### config.mk
export PLATFORM = sky130hd
export DESIGN_NAME = sram_controller
export DESIGN_NICKNAME = d
export VERILOG_FILES = /design/src/rtl/arm_defs_pkg.sv /design/src/rtl/sram_controller.sv
export SDC_FILE = /design/constraint.sdc
export NUM_CORES = 1
export LEC_CHECK = 0
export BUFFER_PORTS_ARGS = -buffer_cell sky130_fd_sc_hd__buf_2
export CORE_ASPECT_RATIO = 0.5
export CORE_MARGIN = 1
export CORE_UTILIZATION = 48
export DETAILED_ROUTE_END_ITERATION = 16
export PLACE_DENSITY = 0.76
export SYNTH_ARGS = -nofsm -noshare
export SYNTH_HDL_FRONTEND = slang
export SYNTH_SLANG_ARGS = --single-unit
export TNS_END_PERCENT = 10
### constraint.sdc
create_clock -name clk -period 3.2 [get_ports clk]
set_input_delay 0.96 -clock clk [delete_from_list [all_inputs] [get_ports clk]]
set_output_delay 0.96 -clock clk [all_outputs]
set_load 0.005 [all_outputs]
### src/rtl/arm_defs_pkg.sv
// Shared definitions for the ARM pipeline data-memory path.
// Holds the data memory base, SRAM widths and the SRAM controller state type.
package arm_defs;

  localparam logic [31:0] DATA_MEM_BASE = 32'd1024;
  localparam int          SRAM_ADDR_W   = 18;
  localparam int          SRAM_DATA_W   = 16;

  typedef enum logic [1:0] {
    IDLE = 2'd0,
    LOW  = 2'd1,
    HIGH = 2'd2,
    DONE = 2'd3
  } sram_state_t;

endpackage

### src/rtl/sram_controller.sv
// Splits a 32-bit MEM-stage load/store into two timed 16-bit accesses
// on an asynchronous SRAM; ready releases the pipeline freeze.
module sram_controller #(
  parameter int          WAIT_CYCLES   = 3,
  parameter logic [31:0] DATA_MEM_BASE = arm_defs::DATA_MEM_BASE
) (
  input  logic                             clk,
  input  logic                             rst,
  input  logic                             rd_en,
  input  logic                             wr_en,
  input  logic [31:0]                      address,
  input  logic [31:0]                      write_data,
  output logic [31:0]                      read_data,
  output logic                             ready,
  output logic [arm_defs::SRAM_ADDR_W-1:0] sram_addr,
  output logic [arm_defs::SRAM_DATA_W-1:0] sram_dq_out,
  input  logic [arm_defs::SRAM_DATA_W-1:0] sram_dq_in,
  output logic                             sram_dq_oe,
  output logic                             sram_we_n
);
  import arm_defs::*;

  localparam int               CNT_W     = (WAIT_CYCLES > 2) ? $clog2(WAIT_CYCLES) : 1;
  localparam logic [CNT_W-1:0] CNT_LAST  = CNT_W'(WAIT_CYCLES - 1);
  localparam logic [16:0]      BASE_WORD = DATA_MEM_BASE[18:2];

  sram_state_t state_reg, state_next;
  logic [CNT_W-1:0] cnt_reg, cnt_next;
  logic        op_write_reg, op_write_next;
  logic [16:0] word_off_reg, word_off_next;
  logic [31:0] wdata_reg, wdata_next;
  logic [31:0] read_data_reg, read_data_next;
  logic [SRAM_ADDR_W-1:0] sram_addr_reg, sram_addr_next;
  logic [SRAM_DATA_W-1:0] sram_dq_out_reg, sram_dq_out_next;
  logic        sram_we_n_reg, sram_we_n_next;
  logic        sram_dq_oe_reg, sram_dq_oe_next;

  // Byte-lane and upper address bits carry no information for the word map.
  logic unused_addr_bits;
  assign unused_addr_bits = ^{address[31:19], address[1:0]};

  // State register, latched request and registered pad outputs.
  always_ff @(posedge clk) begin
    if (rst) begin
      state_reg       <= IDLE;
      cnt_reg         <= '0;
      op_write_reg    <= 1'b0;
      word_off_reg    <= '0;
      wdata_reg       <= '0;
      read_data_reg   <= '0;
      sram_addr_reg   <= '0;
      sram_dq_out_reg <= '0;
      sram_we_n_reg   <= 1'b1;
      sram_dq_oe_reg  <= 1'b0;
    end else begin
      state_reg       <= state_next;
      cnt_reg         <= cnt_next;
      op_write_reg    <= op_write_next;
      word_off_reg    <= word_off_next;
      wdata_reg       <= wdata_next;
      read_data_reg   <= read_data_next;
      sram_addr_reg   <= sram_addr_next;
      sram_dq_out_reg <= sram_dq_out_next;
      sram_we_n_reg   <= sram_we_n_next;
      sram_dq_oe_reg  <= sram_dq_oe_next;
    end
  end

  // Next-state logic, wait counter and request capture.
  always_comb begin
    state_next    = state_reg;
    cnt_next      = cnt_reg;
    op_write_next = op_write_reg;
    word_off_next = word_off_reg;
    wdata_next    = wdata_reg;
    unique case (state_reg)
      IDLE: begin
        if (rd_en || wr_en) begin
          op_write_next = wr_en;
          // Base is word aligned, so the word offset needs no borrow from bits 1:0.
          word_off_next = address[18:2] - BASE_WORD;
          wdata_next    = write_data;
          cnt_next      = '0;
          state_next    = LOW;
        end
      end
      LOW, HIGH: begin
        if (cnt_reg == CNT_LAST) begin
          cnt_next   = '0;
          state_next = (state_reg == LOW) ? HIGH : DONE;
        end else begin
          cnt_next = cnt_reg + 1'b1;
        end
      end
      DONE: state_next = IDLE;
      default: state_next = IDLE;
    endcase
  end

  // Outputs: pad signals are computed for the coming cycle and registered,
  // so sram_dq_in never reaches an output combinationally.
  always_comb begin
    ready            = 1'b0;
    read_data_next   = read_data_reg;
    sram_addr_next   = sram_addr_reg;
    sram_dq_out_next = sram_dq_out_reg;
    sram_we_n_next   = 1'b1;
    sram_dq_oe_next  = 1'b0;

    unique case (state_reg)
      IDLE:    ready = ~(rd_en | wr_en);
      DONE:    ready = 1'b1;
      default: ready = 1'b0;
    endcase

    if (!op_write_reg && cnt_reg == CNT_LAST) begin
      if (state_reg == LOW)  read_data_next[15:0]  = sram_dq_in;
      if (state_reg == HIGH) read_data_next[31:16] = sram_dq_in;
    end

    if (state_next == LOW || state_next == HIGH) begin
      sram_addr_next = {word_off_next, state_next == HIGH};
      if (op_write_next) begin
        sram_dq_out_next = (state_next == HIGH) ? wdata_next[31:16] : wdata_next[15:0];
        sram_dq_oe_next  = 1'b1;
        // Strobe releases on the last cycle so the rising edge sees stable address/data.
        sram_we_n_next   = (cnt_next == CNT_LAST);
      end
    end
  end

  assign read_data   = read_data_reg;
  assign sram_addr   = sram_addr_reg;
  assign sram_dq_out = sram_dq_out_reg;
  assign sram_we_n   = sram_we_n_reg;
  assign sram_dq_oe  = sram_dq_oe_reg;

endmodule

* Word-level counts from Yosys, hierarchy flattened
Index checks and enable logic that the tools add are counted.
** Word-level totals
- Bits in registers :: 122
- Bits of input ports :: 84
** Cells by class
- $add $sub $neg :: 2
- Eq/ne operators :: 7
- Muxes and demuxes :: 16
- Bitwise operators :: 4
- Reductions and logical operators :: 11
** Operators by type and width (number)
- $mux W32 :: 2
- $mux W17 :: 2
- $sub A17 B9 Y17 const B :: 1
- $mux W16 :: 1
- $eq A2 B2 Y1 const B :: 5
- $mux W2 :: 4
- $pmux W2 S3 :: 1
- $reduce_and A2 Y1 :: 3
- $eq A2 B1 Y1 const B :: 2
- $mux W1 :: 4
- $pmux W2 S2 :: 1
- $reduce_or A2 Y1 :: 2
- $not A1 Y1 :: 3
- $reduce_or A3 Y1 :: 1
- $add A2 B1 Y2 const B :: 1
- $logic_not A2 Y1 :: 1
- $logic_or A1 B1 Y1 :: 2
- $pmux W1 S2 :: 1
- $logic_and A1 B1 Y1 :: 1
- $logic_not A1 Y1 :: 1
- $or A1 B1 Y1 :: 1

* Longest topological paths before layout
- Depth after elaboration :: 8
- Gate-level depth with buffers :: 11
- Depth with buffers taken out :: 9

* Least setup slack after synthesis
OpenSTA, ideal clock, no wires.
- Path type :: input-to-reg
- Start point :: input wr_en
- End point :: register sram_we_n_reg (netlist: sram_we_n)
- Setup time :: 0.127 ns
- Data arrival time :: 2.642 ns
- Slack :: 0.431 ns
- Stages on the path :: 8
- Buffers on the path :: 1
- Cell sequence :: nor2_1 -> and3_1 -> or2_2 -> ha_1 -> or2_2 -> nor2_2 -> buf_4 -> o211ai_1
** On the way
- Cells in the longest elaborated chain, start to end :: 7
- Elaborated cells between the ends (all ways) :: 14
** Ends and longest elaborated chain
- from (decl) :: RTL line sram_controller.sv:10 : input logic wr_en,
- $logic_or A1 B1 Y1 :: RTL line sram_controller.sv:78 : if (rd_en || wr_en) begin
- $mux W2 :: RTL line sram_controller.sv:78
- $pmux W2 S3 :: RTL line sram_controller.sv:76 : unique case (state_reg)
- $eq A2 B1 Y1 or $eq A2 B2 Y1 (tied branches) :: RTL line sram_controller.sv:121 : if (state_next == LOW || state_next == HIGH) begin
- $logic_or A1 B1 Y1 :: RTL line sram_controller.sv:121
- $not A1 Y1 (no source line)
- $reduce_or A3 Y1 (no source line)
- to (signal assigned) :: RTL line sram_controller.sv:64 : sram_we_n_reg <= sram_we_n_next;
- to (decl) :: RTL line sram_controller.sv:35 : logic sram_we_n_reg, sram_we_n_next;
Several ways; a longest one is shown, not always the timed one.
A chain may end at the register's enable or synchronous reset.

* Worst setup path after layout
- Start point :: input wr_en
- End point :: output ready
** On the way
- Cells in the longest elaborated chain, start to end :: 3
** Ends and longest elaborated chain
- $or A1 B1 Y1 :: RTL line sram_controller.sv:111 : IDLE: ready = ~(rd_en | wr_en);
- $not A1 Y1 :: RTL line sram_controller.sv:111
- $pmux W1 S2 :: RTL line sram_controller.sv:110 : unique case (state_reg)
- to (decl) :: RTL line sram_controller.sv:14 : output logic ready,
No other way between the ends.

==> out/results.txt <==
CP Data Required Time: 2240 ps
Ant. Diodes: 0
Mapped Area: 4845 um^2
Final core occ: 0.6434
Synth Warn #: 0
Setup bufs post-CTS: 0
Core Box Area: 9634 um^2
CTS buffer count: 17
Sum Neg Setup Slack: 0 ps
CTS tree: done
Asr flop ratio synth: 0
Startpoint types: input pin
Worst-path clk slew: 60 ps
Syn_area_per_cell: 9.158 um^2
Fmax: 378.8 MHz
Vias/cell: 5.158
CP max stage delay: 220 ps
DIE HEIGHT: 73.04 um
Synth Instances: 529
Vias in the first global route: 3804
Die Width: 144.1 um
Via Count: 4157
Overall Global Routing Usage: 0.2226
Outcome: finished, final reports clean
Main synth FF type: dfxtp_1
Initial core utilization: 0.5029
VDD IR-drop max: 0.4249 mV
Top cells by area, synth: dfxtp_1, nand2_1, a21oi_1, mux4_2, nor2_1
Pleak: 2.707 nW
Power Dens Cells: 658.9 nW/um^2
Placer Congestion: 0.8052
Number of endpoints failing setup at the final stage: 0
RSZ-0062 raised after global routing: no
Global-route wire length before repair: 17770 um
Area Overhead vs Synth: 27.94%
Rel. slew slack: 0.5732
# DRC: 0
Row cnt: 25
CP Data Arrival Time: 1680 ps
Area of the multi-input gates: 2196 um^2
Clock power share: 0.474
Top cell type's share of synthesized area: 0.5041
Fill cells: 851
Final hold vios: 0
Crit-path slowest cell: nor2_1
GRT overflow: 0
Crit share post-route: 0.8250
Internal: 3.073 mW
Seq pwr share: 0.409
NetSw: 1.011 mW
Post-Place Worst Slack: 222.8 ps
Count leader, synth: nand2_1
Maxcap violations: 0
Tmin final: 2640 ps
Fin nets: 748
Hold-fix buffers at CTS: 0
Tightest Pin Transition: 640.2 ps
Die ar.: 10520 um^2
Yosys top cell by area: dfxtp_1
Wirelength per Cell: 13.96 um
I/O pin cnt: 153
Reg area: 2442 um^2
Largest net degree at the start of global routing: 53
Logic gate share of total power: 0.117
Initial antenna violation count: 0
Placement-stage cell area: 5597 um^2
TritonRoute pass-1 iters: 6
Sw Share: 0.2476
Seq cells post-synth: 122
I/O Buffers: 137
Layout cells sized above 1: 0.2996
Sequential element share of the synthesized area: 0.5041
Post-route ant nets: 0
Number of enable flip-flop cells after synthesis: 0
Post-synth top cells: nand2_1, dfxtp_1, a21oi_1
Crit path cell chain: buf_2 > nor2_1 > a21oi_1 > nor2_1 > buf_2
Mapped Nets: 619
Crit path kind: input pin to output port
Routed WL: 11250 um
Root buffer cell: clkbuf_16
# H-tree levels: 4
Clock skew: 10.58 ps
Hold WC Path Type: flop to flop
CTS resizes: 0
Worst skew pair latency: 410 ps
CP Capture Type: output port
Max-slew violations: 0
Initial DRC Count: 195
Setup ws final: 559.9 ps
CTS sink cnt: 122
Max clock buf depth: 2
Number of library cell types mapped by synthesis: 46
Final Cell Area: 6198 um^2
Worst-path fanout max: 4
DP Wirelength: 7483 um
-- per-stage QoR --
step,std cells,hold WS [ps],total power [mW]
CTS,806,452.0,4.113
global placement,774,437.8,2.166
finish,806,451.9,4.084
detailed placement,774,444.6,2.181
floorplan,529,431.7,2.018
global route,806,467.3,4.252
-- layer usage --
metal / GRT usage / vias to the layer above / part of all wire
met2: 0.3779 / 128 / 0.49
met3: 0.06234 / 9 / 0.069
met5: 0 / - / 0
li1: - / 2074 / -
met1: 0.2664 / 1946 / 0.43
met4: 0.09929 / 0 / 0.0080
-- cell families after synthesis --
| kind of cell | share of synthesized area |
|---|---|
| AOI/OAI and AO/OA | 0.1547 |
| DFF | 0.5041 |
| adders and majority gates | 0.01550 |
| buffers and inverters | 0.04416 |
| xor gates and xnor gates | 0.009039 |
| muxes | 0.09866 |
| and+or+nand+nor | 0.1738 |
-- placed cells by master, fill, tap and decap left out, types with 3 or more instances in the layout --
master and n:
nand2_1 137, mux4_2 14, nor3_1 7, nor2_1 42
mux2i_1 11, nand3_1 3, ha_1 6, clkbuf_16 17
o32ai_1 3, bufinv_16 3, a21o_1 3, clkinvlp_4 5
a211oi_1 12, o22ai_1 3, dfxtp_1 122, buf_4 12
a22o_1 16, inv_1 5, buf_2 136, a21oi_1 72
xor2_1 5, and2_1 4
-- power groups by stage --
| stage | clock, mW | sequential (mW) | combinational, mW |
|---|---|---|---|
| 2_1_floorplan | 0 | 1.70 | 0.317 |
| 3_3_place_gp | 0 | 1.70 | 0.467 |
| 3_5_place_dp | 0 | 1.70 | 0.477 |
| 4_1_cts | 1.96 | 1.67 | 0.482 |
| 5_1_grt | 2.03 | 1.68 | 0.533 |
| 6_report | 1.93 | 1.67 | 0.478 |
-- critical path, delay by kind of cell --
family / cells / cell delay, ps
compound gates: 1 / 140
simple gates: 2 / 330
buf+inv: 2 / 250
-- final cells by class --
type | instances | area share
clock buffer | 18 | 0.06924
clock inverter | 14 | 0.02786
inverter | 5 | 0.003028
multi-input combinational | 364 | 0.3543
sequential | 122 | 0.3940
tap | 135 | 0.02725
timing repair buffer | 148 | 0.1243
-- path summary, 6_finish.rpt --
kind,from,to,slack [ps],depth (start not counted)
max,wr_en,ready,560,5
min,read_data[1]$_SDFFE_PP0P_,read_data[1]$_SDFFE_PP0P_,450,2
max reg2reg,state_reg[1]$_SDFF_PP0_,sram_dq_out[3]$_SDFFE_PP0P_,590,9
min reg2reg,read_data[1]$_SDFFE_PP0P_,read_data[1]$_SDFFE_PP0P_,450,2
Note: power is estimated with default switching activity, not from simulation.
